<file path="src/rtl/axi_dma_ctrl_2d_if.sv">
// Control/handshake bundle between the engine top-level, the AXI master
// channels and the 2-D DMA control sequencer.
interface axi_dma_ctrl_2d_if #(
  parameter int unsigned AXI_WIDTH_AD = 32,
  parameter int unsigned BIT_TRANS    = 18,
  parameter int unsigned BIT_BLK      = 16,
  parameter int unsigned BIT_ROW      = 11
);
  logic [1:0]              i_start;
  logic                    i_abort;
  logic [AXI_WIDTH_AD-1:0] i_base_address_rd;
  logic [AXI_WIDTH_AD-1:0] i_base_address_wr;
  logic [AXI_WIDTH_AD-1:0] i_row_stride_rd;
  logic [AXI_WIDTH_AD-1:0] i_row_stride_wr;
  logic [BIT_BLK-1:0]      i_rd_blks;
  logic [BIT_BLK-1:0]      i_wr_blks;
  logic [BIT_ROW-1:0]      i_num_rows;
  logic [BIT_TRANS-1:0]    i_num_trans;
  logic                    i_read_done;
  logic                    o_ctrl_read;
  logic [AXI_WIDTH_AD-1:0] o_read_addr;
  logic                    o_ctrl_read_done;
  logic                    i_write_done;
  logic                    i_indata_req_wr;
  logic                    o_ctrl_write;
  logic [AXI_WIDTH_AD-1:0] o_write_addr;
  logic [BIT_TRANS-1:0]    o_write_data_cnt;
  logic                    o_ctrl_write_done;
  logic                    o_busy_rd;
  logic                    o_busy_wr;
  logic [31:0]             o_rd_cycles;
  logic [31:0]             o_wr_cycles;

  // Engine/AXI side: drives commands and completions, observes requests.
  modport master (
    output i_start, i_abort, i_base_address_rd, i_base_address_wr, i_row_stride_rd,
           i_row_stride_wr, i_rd_blks, i_wr_blks, i_num_rows, i_num_trans, i_read_done,
           i_write_done, i_indata_req_wr,
    input  o_ctrl_read, o_read_addr, o_ctrl_read_done, o_ctrl_write, o_write_addr,
           o_write_data_cnt, o_ctrl_write_done, o_busy_rd, o_busy_wr, o_rd_cycles,
           o_wr_cycles
  );

  // Sequencer side.
  modport slave (
    input  i_start, i_abort, i_base_address_rd, i_base_address_wr, i_row_stride_rd,
           i_row_stride_wr, i_rd_blks, i_wr_blks, i_num_rows, i_num_trans, i_read_done,
           i_write_done, i_indata_req_wr,
    output o_ctrl_read, o_read_addr, o_ctrl_read_done, o_ctrl_write, o_write_addr,
           o_write_data_cnt, o_ctrl_write_done, o_busy_rd, o_busy_wr, o_rd_cycles,
           o_wr_cycles
  );
endinterface

</file>
<file path="src/rtl/axi_dma_ctrl_2d.sv">
// 2-D DMA control sequencer: walks rows x blocks for independent read and write
// channels, issuing one request per block and a region-done pulse at the end.
// Optional busy-cycle counters are built when DMA_CTRL_PERF_CNT_EN is defined.
module axi_dma_ctrl_2d #(
  parameter int unsigned AXI_WIDTH_AD = 32,
  parameter int unsigned BIT_TRANS    = 18,
  parameter int unsigned BIT_BLK      = 16,
  parameter int unsigned BIT_ROW      = 11,
  parameter int unsigned BLK_LOG2     = 6
) (
  input logic              clk,
  input logic              rstn,
  axi_dma_ctrl_2d_if.slave bus
);

  typedef enum logic [2:0] {StIdle, StDma, StWait, StSync, StDone, StZero} state_e;

  localparam logic [BIT_BLK-1:0]   BlkOne   = 1;
  localparam logic [BIT_ROW-1:0]   RowOne   = 1;
  localparam logic [BIT_TRANS-1:0] TransOne = 1;

  logic abort;
  assign abort = bus.i_abort;

  // ---------------------------------------------------------------- read channel
  state_e                  rd_state_q, rd_state_d;
  logic [AXI_WIDTH_AD-1:0] rd_base_q, rd_stride_q, rd_row_base_q;
  logic [BIT_BLK-1:0]      rd_blks_q, rd_blk_q;
  logic [BIT_ROW-1:0]      rd_rows_q, rd_row_q;
  logic                    rd_start, rd_accept, rd_blk_end, rd_last;

  assign rd_start   = (bus.i_start == 2'b10);
  assign rd_accept  = (rd_state_q == StIdle) && rd_start && !abort;
  assign rd_blk_end = (rd_blk_q == rd_blks_q - BlkOne);
  assign rd_last    = rd_blk_end && (rd_row_q == rd_rows_q - RowOne);

  // Read FSM state register.
  always_ff @(posedge clk or negedge rstn) begin
    if (!rstn) rd_state_q <= StIdle;
    else       rd_state_q <= rd_state_d;
  end

  // Read FSM next state; abort wins over start and done.
  always_comb begin
    rd_state_d = rd_state_q;
    case (rd_state_q)
      StIdle: begin
        if (rd_start) begin
          rd_state_d = (bus.i_rd_blks == '0 || bus.i_num_rows == '0) ? StZero : StDma;
        end
      end
      StDma:  rd_state_d = StWait;
      StWait: if (bus.i_read_done) rd_state_d = rd_last ? StDone : StSync;
      StSync: rd_state_d = StDma;
      StDone: rd_state_d = StIdle;
      StZero: rd_state_d = StIdle;
      default: rd_state_d = StIdle;
    endcase
    if (abort) rd_state_d = StIdle;
  end

  // Read region parameters and block/row walk; row_base advances by stride.
  always_ff @(posedge clk or negedge rstn) begin
    if (!rstn) begin
      rd_base_q     <= '0;
      rd_stride_q   <= '0;
      rd_row_base_q <= '0;
      rd_blks_q     <= '0;
      rd_rows_q     <= '0;
      rd_blk_q      <= '0;
      rd_row_q      <= '0;
    end else if (abort) begin
      rd_blk_q      <= '0;
      rd_row_q      <= '0;
      rd_row_base_q <= rd_base_q;
    end else if (rd_accept) begin
      rd_base_q     <= bus.i_base_address_rd;
      rd_stride_q   <= bus.i_row_stride_rd;
      rd_row_base_q <= bus.i_base_address_rd;
      rd_blks_q     <= bus.i_rd_blks;
      rd_rows_q     <= bus.i_num_rows;
      rd_blk_q      <= '0;
      rd_row_q      <= '0;
    end else if (rd_state_q == StWait && bus.i_read_done) begin
      if (rd_blk_end) begin
        rd_blk_q      <= '0;
        rd_row_q      <= rd_row_q + RowOne;
        rd_row_base_q <= rd_row_base_q + rd_stride_q;
      end else begin
        rd_blk_q <= rd_blk_q + BlkOne;
      end
    end else if (rd_state_q == StDone) begin
      rd_blk_q      <= '0;
      rd_row_q      <= '0;
      rd_row_base_q <= rd_base_q;
    end
  end

  assign bus.o_ctrl_read      = (rd_state_q == StDma);
  assign bus.o_ctrl_read_done = (rd_state_q == StDone) || (rd_state_q == StZero);
  assign bus.o_busy_rd        = (rd_state_q != StIdle);
  assign bus.o_read_addr      = rd_row_base_q + (AXI_WIDTH_AD'(rd_blk_q) << BLK_LOG2);

  // --------------------------------------------------------------- write channel
  state_e                  wr_state_q, wr_state_d;
  logic [AXI_WIDTH_AD-1:0] wr_base_q, wr_stride_q, wr_row_base_q;
  logic [BIT_BLK-1:0]      wr_blks_q, wr_blk_q;
  logic [BIT_ROW-1:0]      wr_rows_q, wr_row_q;
  logic [BIT_TRANS-1:0]    wr_trans_q, wr_cnt_q;
  logic                    wr_start, wr_accept, wr_blk_end, wr_last;

  assign wr_start   = (bus.i_start == 2'b11);
  assign wr_accept  = (wr_state_q == StIdle) && wr_start && !abort;
  assign wr_blk_end = (wr_blk_q == wr_blks_q - BlkOne);
  assign wr_last    = wr_blk_end && (wr_row_q == wr_rows_q - RowOne);

  // Write FSM state register.
  always_ff @(posedge clk or negedge rstn) begin
    if (!rstn) wr_state_q <= StIdle;
    else       wr_state_q <= wr_state_d;
  end

  // Write FSM next state; abort wins over start and done.
  always_comb begin
    wr_state_d = wr_state_q;
    case (wr_state_q)
      StIdle: begin
        if (wr_start) begin
          wr_state_d = (bus.i_wr_blks == '0 || bus.i_num_rows == '0) ? StZero : StDma;
        end
      end
      StDma:  wr_state_d = StWait;
      StWait: if (bus.i_write_done) wr_state_d = wr_last ? StDone : StSync;
      StSync: wr_state_d = StDma;
      StDone: wr_state_d = StIdle;
      StZero: wr_state_d = StIdle;
      default: wr_state_d = StIdle;
    endcase
    if (abort) wr_state_d = StIdle;
  end

  // Write region parameters and block/row walk.
  always_ff @(posedge clk or negedge rstn) begin
    if (!rstn) begin
      wr_base_q     <= '0;
      wr_stride_q   <= '0;
      wr_row_base_q <= '0;
      wr_blks_q     <= '0;
      wr_rows_q     <= '0;
      wr_trans_q    <= '0;
      wr_blk_q      <= '0;
      wr_row_q      <= '0;
    end else if (abort) begin
      wr_blk_q      <= '0;
      wr_row_q      <= '0;
      wr_row_base_q <= wr_base_q;
    end else if (wr_accept) begin
      wr_base_q     <= bus.i_base_address_wr;
      wr_stride_q   <= bus.i_row_stride_wr;
      wr_row_base_q <= bus.i_base_address_wr;
      wr_blks_q     <= bus.i_wr_blks;
      wr_rows_q     <= bus.i_num_rows;
      wr_trans_q    <= bus.i_num_trans;
      wr_blk_q      <= '0;
      wr_row_q      <= '0;
    end else if (wr_state_q == StWait && bus.i_write_done) begin
      if (wr_blk_end) begin
        wr_blk_q      <= '0;
        wr_row_q      <= wr_row_q + RowOne;
        wr_row_base_q <= wr_row_base_q + wr_stride_q;
      end else begin
        wr_blk_q <= wr_blk_q + BlkOne;
      end
    end else if (wr_state_q == StDone) begin
      wr_blk_q      <= '0;
      wr_row_q      <= '0;
      wr_row_base_q <= wr_base_q;
    end
  end

  // Beat index within the current write block; restarts on each request.
  always_ff @(posedge clk or negedge rstn) begin
    if (!rstn) begin
      wr_cnt_q <= '0;
    end else if (abort || wr_state_q == StDma) begin
      wr_cnt_q <= '0;
    end else if (bus.i_indata_req_wr) begin
      wr_cnt_q <= (wr_cnt_q == wr_trans_q - TransOne) ? '0 : wr_cnt_q + TransOne;
    end
  end

  assign bus.o_ctrl_write      = (wr_state_q == StDma);
  assign bus.o_ctrl_write_done = (wr_state_q == StDone) || (wr_state_q == StZero);
  assign bus.o_busy_wr         = (wr_state_q != StIdle);
  assign bus.o_write_data_cnt  = wr_cnt_q;
  assign bus.o_write_addr      = wr_row_base_q + (AXI_WIDTH_AD'(wr_blk_q) << BLK_LOG2)
                               + (AXI_WIDTH_AD'(wr_cnt_q) << 2);

  // ---------------------------------------------------------------- perf counters
`ifdef DMA_CTRL_PERF_CNT_EN
  logic [31:0] rd_cyc_q, wr_cyc_q;

  // Saturating busy-cycle counters, cleared on each accepted start.
  always_ff @(posedge clk or negedge rstn) begin
    if (!rstn) begin
      rd_cyc_q <= '0;
      wr_cyc_q <= '0;
    end else begin
      if (rd_accept)                                rd_cyc_q <= '0;
      else if (rd_state_q != StIdle && rd_cyc_q != '1) rd_cyc_q <= rd_cyc_q + 32'd1;
      if (wr_accept)                                wr_cyc_q <= '0;
      else if (wr_state_q != StIdle && wr_cyc_q != '1) wr_cyc_q <= wr_cyc_q + 32'd1;
    end
  end

  assign bus.o_rd_cycles = rd_cyc_q;
  assign bus.o_wr_cycles = wr_cyc_q;
`else
  assign bus.o_rd_cycles = '0;
  assign bus.o_wr_cycles = '0;
`endif

endmodule

</file>
<file path="src/flat_wrapper.sv">
// flat-port wrapper written by rule: the top's interface ports become plain ports
module axi_dma_ctrl_2d_flat 
#(
  parameter int unsigned AXI_WIDTH_AD = 32,
  parameter int unsigned BIT_TRANS    = 18,
  parameter int unsigned BIT_BLK      = 16,
  parameter int unsigned BIT_ROW      = 11,
  parameter int unsigned BLK_LOG2     = 6
)
  (clk, rstn, bus_i_start, bus_i_abort, bus_i_base_address_rd, bus_i_base_address_wr, bus_i_row_stride_rd, bus_i_row_stride_wr, bus_i_rd_blks, bus_i_wr_blks, bus_i_num_rows, bus_i_num_trans, bus_i_read_done, bus_i_write_done, bus_i_indata_req_wr, bus_o_ctrl_read, bus_o_read_addr, bus_o_ctrl_read_done, bus_o_ctrl_write, bus_o_write_addr, bus_o_write_data_cnt, bus_o_ctrl_write_done, bus_o_busy_rd, bus_o_busy_wr, bus_o_rd_cycles, bus_o_wr_cycles);
  axi_dma_ctrl_2d_if #(.AXI_WIDTH_AD(AXI_WIDTH_AD), .BIT_TRANS(BIT_TRANS), .BIT_BLK(BIT_BLK), .BIT_ROW(BIT_ROW)) bus_i ();
  input logic clk;
  input logic rstn;
  input wire logic [$bits(bus_i.i_start)-1:0] bus_i_start;
  input wire logic [$bits(bus_i.i_abort)-1:0] bus_i_abort;
  input wire logic [$bits(bus_i.i_base_address_rd)-1:0] bus_i_base_address_rd;
  input wire logic [$bits(bus_i.i_base_address_wr)-1:0] bus_i_base_address_wr;
  input wire logic [$bits(bus_i.i_row_stride_rd)-1:0] bus_i_row_stride_rd;
  input wire logic [$bits(bus_i.i_row_stride_wr)-1:0] bus_i_row_stride_wr;
  input wire logic [$bits(bus_i.i_rd_blks)-1:0] bus_i_rd_blks;
  input wire logic [$bits(bus_i.i_wr_blks)-1:0] bus_i_wr_blks;
  input wire logic [$bits(bus_i.i_num_rows)-1:0] bus_i_num_rows;
  input wire logic [$bits(bus_i.i_num_trans)-1:0] bus_i_num_trans;
  input wire logic [$bits(bus_i.i_read_done)-1:0] bus_i_read_done;
  input wire logic [$bits(bus_i.i_write_done)-1:0] bus_i_write_done;
  input wire logic [$bits(bus_i.i_indata_req_wr)-1:0] bus_i_indata_req_wr;
  output wire logic [$bits(bus_i.o_ctrl_read)-1:0] bus_o_ctrl_read;
  output wire logic [$bits(bus_i.o_read_addr)-1:0] bus_o_read_addr;
  output wire logic [$bits(bus_i.o_ctrl_read_done)-1:0] bus_o_ctrl_read_done;
  output wire logic [$bits(bus_i.o_ctrl_write)-1:0] bus_o_ctrl_write;
  output wire logic [$bits(bus_i.o_write_addr)-1:0] bus_o_write_addr;
  output wire logic [$bits(bus_i.o_write_data_cnt)-1:0] bus_o_write_data_cnt;
  output wire logic [$bits(bus_i.o_ctrl_write_done)-1:0] bus_o_ctrl_write_done;
  output wire logic [$bits(bus_i.o_busy_rd)-1:0] bus_o_busy_rd;
  output wire logic [$bits(bus_i.o_busy_wr)-1:0] bus_o_busy_wr;
  output wire logic [$bits(bus_i.o_rd_cycles)-1:0] bus_o_rd_cycles;
  output wire logic [$bits(bus_i.o_wr_cycles)-1:0] bus_o_wr_cycles;
  assign bus_i.i_start = bus_i_start;
  assign bus_i.i_abort = bus_i_abort;
  assign bus_i.i_base_address_rd = bus_i_base_address_rd;
  assign bus_i.i_base_address_wr = bus_i_base_address_wr;
  assign bus_i.i_row_stride_rd = bus_i_row_stride_rd;
  assign bus_i.i_row_stride_wr = bus_i_row_stride_wr;
  assign bus_i.i_rd_blks = bus_i_rd_blks;
  assign bus_i.i_wr_blks = bus_i_wr_blks;
  assign bus_i.i_num_rows = bus_i_num_rows;
  assign bus_i.i_num_trans = bus_i_num_trans;
  assign bus_i.i_read_done = bus_i_read_done;
  assign bus_i.i_write_done = bus_i_write_done;
  assign bus_i.i_indata_req_wr = bus_i_indata_req_wr;
  assign bus_o_ctrl_read = bus_i.o_ctrl_read;
  assign bus_o_read_addr = bus_i.o_read_addr;
  assign bus_o_ctrl_read_done = bus_i.o_ctrl_read_done;
  assign bus_o_ctrl_write = bus_i.o_ctrl_write;
  assign bus_o_write_addr = bus_i.o_write_addr;
  assign bus_o_write_data_cnt = bus_i.o_write_data_cnt;
  assign bus_o_ctrl_write_done = bus_i.o_ctrl_write_done;
  assign bus_o_busy_rd = bus_i.o_busy_rd;
  assign bus_o_busy_wr = bus_i.o_busy_wr;
  assign bus_o_rd_cycles = bus_i.o_rd_cycles;
  assign bus_o_wr_cycles = bus_i.o_wr_cycles;
  axi_dma_ctrl_2d #(.AXI_WIDTH_AD(AXI_WIDTH_AD), .BIT_TRANS(BIT_TRANS), .BIT_BLK(BIT_BLK), .BIT_ROW(BIT_ROW), .BLK_LOG2(BLK_LOG2)) u_core (.clk(clk), .rstn(rstn), .bus(bus_i));
endmodule
</file>
<file path="config.mk">
export PLATFORM = sky130hd
export DESIGN_NAME = axi_dma_ctrl_2d_flat
export DESIGN_NICKNAME = d
export VERILOG_FILES = /design/src/rtl/axi_dma_ctrl_2d_if.sv /design/src/rtl/axi_dma_ctrl_2d.sv /design/src/flat_wrapper.sv
export SDC_FILE = /design/constraint.sdc
export NUM_CORES = 1
export LEC_CHECK = 0
export BUFFER_PORTS_ARGS = -buffer_cell sky130_fd_sc_hd__buf_2
export CAP_MARGIN = 15
export CORE_ASPECT_RATIO = 0.6
export CORE_UTILIZATION = 60
export DETAILED_ROUTE_END_ITERATION = 10
export PLACE_DENSITY = 0.83
export SLEW_MARGIN = 25
export SYNTH_ARGS = -nofsm -noshare
export SYNTH_HDL_FRONTEND = slang
export SYNTH_SLANG_ARGS = --single-unit
export TNS_END_PERCENT = 100
</file>
<file path="constraint.sdc">
create_clock -name clk -period 5.9 [get_ports clk]
set_input_delay 0.885 -clock clk [delete_from_list [all_inputs] [get_ports clk]]
set_output_delay 0.885 -clock clk [all_outputs]
set_load 0.05 [all_outputs]
</file>
# Yosys cells after proc, flatten, opt, wreduce, memory -nomap -nowiden
# Index checks and enable logic that the tools add are counted.
dict set report totals {
  register_bits 342
  inputBits 197
  out_inout_bits 152
  elab_cells 132
}
dict set report op_classes {
  add_sub_neg 15
  n_eq_ne 23
  n_mux 45
  bitwise 1
  n_reduce_logical 30
}
# operator n
set ops {}
lappend ops {{$mux 32} 10}
lappend ops {{$mux 16} 10}
lappend ops {{$mux 11} 10}
lappend ops {{$add 32x22->32} 2}
lappend ops {{$add 32x32->32} 2}
lappend ops {{$mux 18} 3}
lappend ops {{$add 16x1->16 const B} 2}
lappend ops {{$add 32x20->32} 1}
lappend ops {{$eq 16x16->1} 2}
lappend ops {{$logic_not 16->1} 2}
lappend ops {{$sub 16x1->16 const B} 2}
lappend ops {{$mux 3} 10}
lappend ops {{$pmux 3 s4} 2}
lappend ops {{$add 11x1->11 const B} 2}
lappend ops {{$eq 11x11->1} 2}
lappend ops {{$sub 11x1->11 const B} 2}
lappend ops {{$add 18x1->18 const B} 1}
lappend ops {{$eq 18x18->1} 1}
lappend ops {{$sub 18x1->18 const B} 1}
lappend ops {{$eq 3x2->1 const B} 4}
lappend ops {{$eq 3x3->1 const B} 4}
lappend ops {{$reduce_and 2->1} 6}
lappend ops {{$logic_not 11->1} 1}
lappend ops {{$logic_and 1x1->1} 8}
lappend ops {{12 further kinds} 24}

# Logic depth before layout (Yosys ltp)
# Gate-level depths: netlist of run 1.
dict set report depth {
  word_depth 7
  mapped_depth 16
  ltp_nobuf 13
}

# Least setup slack after synthesis of run 1
# Ideal clock, no wire load.
dict set report synth_path {
  kind {flip-flop to output port}
  start {register u_core.wr_cnt_q[1] (netlist: u_core.bus.o_write_data_cnt[1])}
  end {output bus_o_write_addr[31]}
  arrival_ns 4.399
  t_required_ns 5.015
  path_slack_ns 0.616
  path_stages_with_launch 14
  path_buffers 0
  path_cell_list {dfrtp_1 ha_1 ha_1 fa_1 a211oi_1 o21bai_1 a31o_2 a41o_1 a2111oi_0 o31ai_1 o21ai_0 a21o_1 nor2_1 xor2_1}
}
dict set report synth_between {
  elab_chain_cells 1
}
# element line
set synth_rtl {}
lappend synth_rtl {{start, declared} axi_dma_ctrl_2d.sv:109} ;# logic [BIT_TRANS-1:0] wr_trans_q, wr_cnt_q;
lappend synth_rtl {{start signal, assigned} axi_dma_ctrl_2d.sv:188} ;# wr_cnt_q <= (wr_cnt_q == wr_trans_q - TransOne) ? '0 : wr_cnt_q + TransOne;
lappend synth_rtl {{$add 32x20->32} axi_dma_ctrl_2d.sv:197} ;# + (AXI_WIDTH_AD'(wr_cnt_q) << 2);
lappend synth_rtl {{end, declared} flat_wrapper.sv:31} ;# output wire logic [$bits(bus_i.o_write_addr)-1:0] bus_o_write_addr;
# No other way between the ends.

# Worst setup path in the final report of run 1
dict set report layout_path {
  start {register u_core.wr_cnt_q[1] (netlist: u_core.bus.o_write_data_cnt[1])}
  end {output bus_o_write_addr[27]}
}
# The elaborated chain is that of the path after synthesis.

==> flow_summary.toml, run 1 <==
[outcome]
outcome = "complete, no violations"

[synthesis]
seq_area_frac_synth_pct = 36.8
yosysTopAreaCell = "dfrtp_1"
yosysTopAreaCellShare_pct = 36.8
synth_ff_type = "dfrtp_1"
syn_inst = 2843
synthTopCellsByCount = "nand2_1, dfrtp_1, o21ai_0, nor2_1, a21oi_1"
synth_cell_types = 81
yosys-top-cells-area = "dfrtp_1, nand2_1, ha_1"
synth.most_common_cell = "nand2_1"
yosysWarnings = 0
async_reset_ff_share_pct = 100
syn_avg_cell_area_um2 = 8.19
synth_area_mm2 = 0.0233
ys_ff_latch = 342
synth_edf_count = 0

[timing]
fin_ws_ps = 308
setup_viol = 0
fin_skew_ps = 18.3
max_freq_mhz = 179
tightest_slew_ps = 1070
max-slew-margin-rel_pct = 28.3
period_needed_ps = 5590
finalMaxSlewViolations = 0
tns_ps = 0
post-route-period-util_pct = 94.8
hold_violations = 0
rsz0062_at_grt = "false"

[power]
leakage_uw = 0.0130
pwr_density_cell_mw_per_mm2 = 371
power_uw = 9670
ir_drop_uv = 243

[clock_network]
post-cts-setup-buffer-count = 0
cts_tree = "done"
root_buffer = "clkbuf_16"
cts_inserted_buffers = 35
cts_buffer_depth = 3
clk_latency_ps = 540
cts-htree-levels = 2
clk_pin_slew_ps = 70
clock-sinks = 342

[floorplanning]
num_rows = 55
start_util_pct = 61.3
fp.coreArea_mm2 = 0.0380
ios = 349
die_area_mm2 = 0.0396
floorplan.die.height_um = 155
die_w_um = 256

[detailed_routing]
vias_per_cell = 6.19
routed_wl_mm = 73.1
drt_iter0_drc = 2828
num_vias = 22200
ant_nets = 0
drc = 0
firstDrtPassIters = 6
wire_per_inst_um = 20.4

[setup_path]
start_kind = "register"
r2r_cells = 10
crit_type = "reg2out"
critPathMaxFanout = 7
r2r_start = "u_core.wr_blks_q[3]"
cp.required_ps = 5020
cp-startpoint = "u_core.bus.o_write_data_cnt[1]"
crit_arrival_ps = 4710
worst_setup_path_end_kind = "primary output"

[grt]
overflow = 0
grt_max_degree = 138
antenna_found_initial = 11
grt_pass1_wl_mm = 114
grt.total_usage_pct = 36.5
grt_pass1_vias = 20800

[placed_design]
gp_congestion = 1.01
pre_cts_ws_ps = 514
place_hpwl_mm = 54.0
port-buffer-count = 284

[hold_path]
worstHoldPathType = "in2async"

[cells_and_area]
area_delta_synth_final_pct = 12.0
layout-drive-gt1-share_pct = 13.4
final_nets = 3377

[job]
cap_violations = 0
==> placed cells by master, fill, tap and decap left out, types with 18 or more instances in the layout <==
cell	n
a211oi_1	31
ha_1	114
fa_1	18
nor2b_1	19
xor2_1	98
nand2_1	743
o21a_1	20
nor2_1	136
nor3_1	42
nor3b_1	25
and3_1	48
o21ai_0	200
conb_1	64
nand4_1	32
nand3_1	65
dfrtp_1	342
buf_2	282
a21oi_1	129
buf_4	24
clkbuf_16	37
nand2b_1	42
xnor2_1	106
a21o_1	50
nor4_1	27
inv_1	62
==> cells by family after synthesis <==
family | Yosys count | synth area share, %
DFF | 342 | 36.8
xor gates and xnor gates | 204 | 7.67
adders and majority gates | 132 | 7.67
other | 1 | 0.0161
muxes | 18 | 0.849
and+or+nand+nor | 1255 | 24.3
buffers and inverters | 268 | 5.66
AOI/OAI and AO/OA | 623 | 17.1
==> routing by layer <==
metal	global-route usage (%)	share of wire, %	up-vias
li1	-	-	10200
met1	54.4	44	10700
met2	50.7	41	1249
met3	10.3	12	170
met4	11.7	3.1	2
met5	0	0.018	-
==> critical path, stage by stage (launching register included) <==
cell and delay [ps]:
dfrtp_1 470, ha_1 330, ha_1 230, fa_1 420, a211oi_1 280, o21bai_1 140, a31o_2 260, a41o_1 290
a2111oi_2 450, o31ai_1 140, o21ai_1 210, a21o_2 260, nor2_1 100, xor2_1 250, clkbuf_4 290
==> sequential cells by signal, summed over array words and instances, names as in the netlist, 16 cells and up <==
| name | cells |
|---|---|
| u_core.rd_row_base_q | 32 |
| u_core.rd_blk_q | 16 |
| u_core.wr_blks_q | 16 |
| u_core.rd_base_q | 32 |
| u_core.wr_blk_q | 16 |
| u_core.rd_stride_q | 32 |
| u_core.rd_blks_q | 16 |
| u_core.wr_trans_q | 18 |
| u_core.wr_row_base_q | 32 |
| u_core.wr_stride_q | 32 |
| u_core.bus.o_write_data_cnt | 18 |
| u_core.wr_base_q | 32 |
==> repair_timing <==
item / 4_1_cts / 5_1_grt
hold buffers: 0 / 0
gates resized for setup: 2 / 3
endpoints found under the setup margin: 1 / 2
==> area by class of cell <==
cell class / instances / area [µm²]
inverters: 63 / 236
well taps: 513 / 642
flip-flops and latches: 342 / 8560
multi-input cells: 2296 / 13700
repair buffers: 310 / 1650
diodes: 8 / 20.0
clock inverters: 6 / 133
fillers: 3113 / 11900
clock buffers: 55 / 1120
==> report_power, final <==
group | internal, µW | switching (µW)
registers | 2790 | 581
logic | 1370 | 2460
clock network | 1480 | 993
==> stage by stage <==
stage	cells	hold slack, ps	utilization, %	area, µm²
finish	3593	340	68.6	26100
global route	3592	415	68.6	26100
CTS	3585	385	68.5	26000
detailed placement	3524	463	65.2	24800
global placement	3524	458	65.2	24800
floorplan	2906	446	-	23500
==> path summary, 6_finish.rpt <==
kind	slack (ps)	to
worst max-delay path	310	bus_o_write_addr[27]
worst min-delay path	340	u_core.wr_trans_q[10]
worst max register to register	1460	u_core.wr_row_q[9]
worst min register to register	480	u_core.wr_base_q[5]
max in group asynchronous	4360	u_core.rd_row_base_q[14]
min in group clk	480	u_core.wr_base_q[5]
(Power assumes the default switching activity.)
==> run 2: changes to the inputs <==
CORE_MARGIN = 3   (was not set)
GPL_TIMING_DRIVEN = 1   (was not set)
==> run 2 against run 1 <==
Net effect: hold slack better by 42 ps; cell area decreased by 0.13%; power fell by 0.72%; core utilization shrank 0.092 points; sequential power hardly changed; register-to-register slack barely moved; via count is 1.4% higher; first-iteration DRC count decreased by 1.7%; clock power fell by 3%; fmax is 0.41% lower; global-route usage fell by 1.2 points.
==> flow_summary.toml, run 2 (synthesis results as in run 1) <==
[outcome]
outcome = "complete, no violations"

[clock_network]
cts_buffer_depth = 3
cts_inserted_buffers = 36
clock-sinks = 342
cts-htree-levels = 2
clk_latency_ps = 530
root_buffer = "clkbuf_16"
cts_tree = "done"
clk_pin_slew_ps = 60
postCtsHoldBufs = 0

[floorplanning]
die_w_um = 260
fp.coreArea_mm2 = 0.0380
start_util_pct = 61.3
die_area_mm2 = 0.0413
ios = 349
floorplan.die.height_um = 159
num_rows = 55

[setup_path]
crit_type = "reg2out"
r2r_start = "u_core.wr_blks_q[2]"
max_stage_delay_ps = 460
cp-startpoint = "u_core.bus.o_write_data_cnt[1]"
cp.required_ps = 5020
critPathSlowestCell = "dfrtp_1"
start_kind = "register"
worst_setup_path_end_kind = "primary output"
crit_arrival_ps = 4730
critPathMaxFanout = 7
path_cells = "ha_1 > ha_1 > fa_1 > a211oi_1 > o21bai_1 > a31o_2 > a41o_1 > a2111oi_1 > buf_4 > o31ai_1 > o21ai_1 > a21o_1 > buf_4 > nor2_1 > xor2_1 > buf_2"

[cells_and_area]
area_delta_synth_final_pct = 11.8
final_cell_mix = "nand2_1, dfrtp_1, buf_2"
final_nets = 3383
layout-drive-gt1-share_pct = 13.4
fin_util_pct = 68.5
fillers = 3053
regArea_mm2 = 0.00856
multiInputGateArea_mm2 = 0.0137
layout_commonest_cell = "nand2_1"

[power]
p_comb_share_pct = 39.9
leakage_uw = 0.0130
p_clk_share_pct = 25.0
seq_power_share_pct = 35.1
swShare_pct = 41.9
pwr_density_cell_mw_per_mm2 = 369
intPower_uw = 5570
ir_drop_uv = 244
p_sw_uw = 4020

[timing]
tightest_slew_ps = 1060
max-slew-margin-rel_pct = 29.0
post-route-period-util_pct = 95.2
setup_viol = 0
fin_ws_ps = 285
period_needed_ps = 5620
hold_violations = 0
max_freq_mhz = 178
finalMaxSlewViolations = 0
fin_skew_ps = 18.5

[grt]
grt_max_degree = 110
antenna_found_initial = 7
grt_pass1_vias = 20600
grt_pass1_wl_mm = 115
overflow = 0
grt.total_usage_pct = 35.3

[hold_path]
worstHoldPathType = "in2async"

[detailed_routing]
vias_per_cell = 6.27
num_vias = 22600
firstDrtPassIters = 8
drt_iter0_drc = 2781
drc = 0
ant_nets = 0
routed_wl_mm = 74.5
wire_per_inst_um = 20.7

[placed_design]
place_hpwl_mm = 54.9
pre_cts_ws_ps = 481
port-buffer-count = 284
gp_congestion = 0.979

[job]
cap_violations = 0
## run 2: cell types whose count changed in the layout (fill, tap and decap cells not counted), moves of 2 or more
cell / change
buf_4: +7
clkbuf_1: +4
clkbuf_8: -9
clkinv_2: +2
clkinvlp_4: +2
## run 2: repair_timing
| action | 4_1_cts | 5_1_grt |
|---|---|---|
| pin swaps | 0 | 1 |
| setup buffers | 0 | 1 |
| endpoints found under the setup margin | 1 | 5 |
| gates resized for setup | 2 | 2 |
## run 2: metal layers
metal / track usage, % / share of wire [%]
met1: 54.1 / 44
met2: 49.7 / 41
met3: 8.19 / 12
met4: 9.86 / 2.5
met5: 0 / 0
## run 2: worst max-delay path, delay by kind of cell (launching register included)
| kind | cells | cell delay [ps] |
|---|---|---|
| buffers and inverters | 3 | 630 |
| adders and majority gates | 3 | 1020 |
| AOI/OAI and AO/OA | 8 | 1900 |
| xor gates and xnor gates | 1 | 120 |
| DFF | 1 | 460 |
| and+or+nand+nor | 1 | 60 |
## run 2: cell type report
| class | instances | share of cell area [%] |
|---|---|---|
| Timing Repair Buffer | 315 | 6.45 |
| Clock inverter | 11 | 0.721 |
| Inverter | 63 | 0.908 |
| Clock buffer | 50 | 3.90 |
| Multi-Input combinational cell | 2296 | 52.6 |
| Tap cell | 513 | 2.47 |
| Antenna cell | 7 | 0.0673 |
| Sequential cell | 342 | 32.9 |
## run 2: path summary, 6_finish.rpt
path                                          endpoint  slack [ps]  cells past startpoint
max in group asynchronous          u_core.rd_rows_q[0]        4100                      2
worst min-delay path            u_core.rd_stride_q[29]         380                      1
worst min register to register     u_core.rd_base_q[5]         480                      2
worst max-delay path              bus_o_write_addr[31]         280                     16
worst max register to register      u_core.wr_row_q[9]        1470                     11
min in group clk                   u_core.rd_base_q[5]         480                      2
## run 2: per-stage QoR
step	instance area (µm²)	power (µW)	TNS, ps	std cells	hold WS [ps]
2_1_floorplan	23500	6090	0	2906	446
3_3_place_gp	24800	6950	0	3528	458
3_5_place_dp	24800	7080	0	3528	463
4_1_cts	26000	9500	0	3589	432
5_1_grt	26000	10100	-40.1	3597	437
6_report	26000	9600	0	3597	382
## run 2: power groups by stage
| stage | logic, µW | registers (µW) | clock network (µW) |
|---|---|---|---|
| after CTS | 3760 | 3330 | 2420 |
| after floorplan | 2970 | 3120 | 0 |
| after detailed placement | 3720 | 3360 | 0 |
| final | 3830 | 3370 | 2400 |
| after global routing | 4180 | 3400 | 2520 |
| after global placement | 3620 | 3340 | 0 |
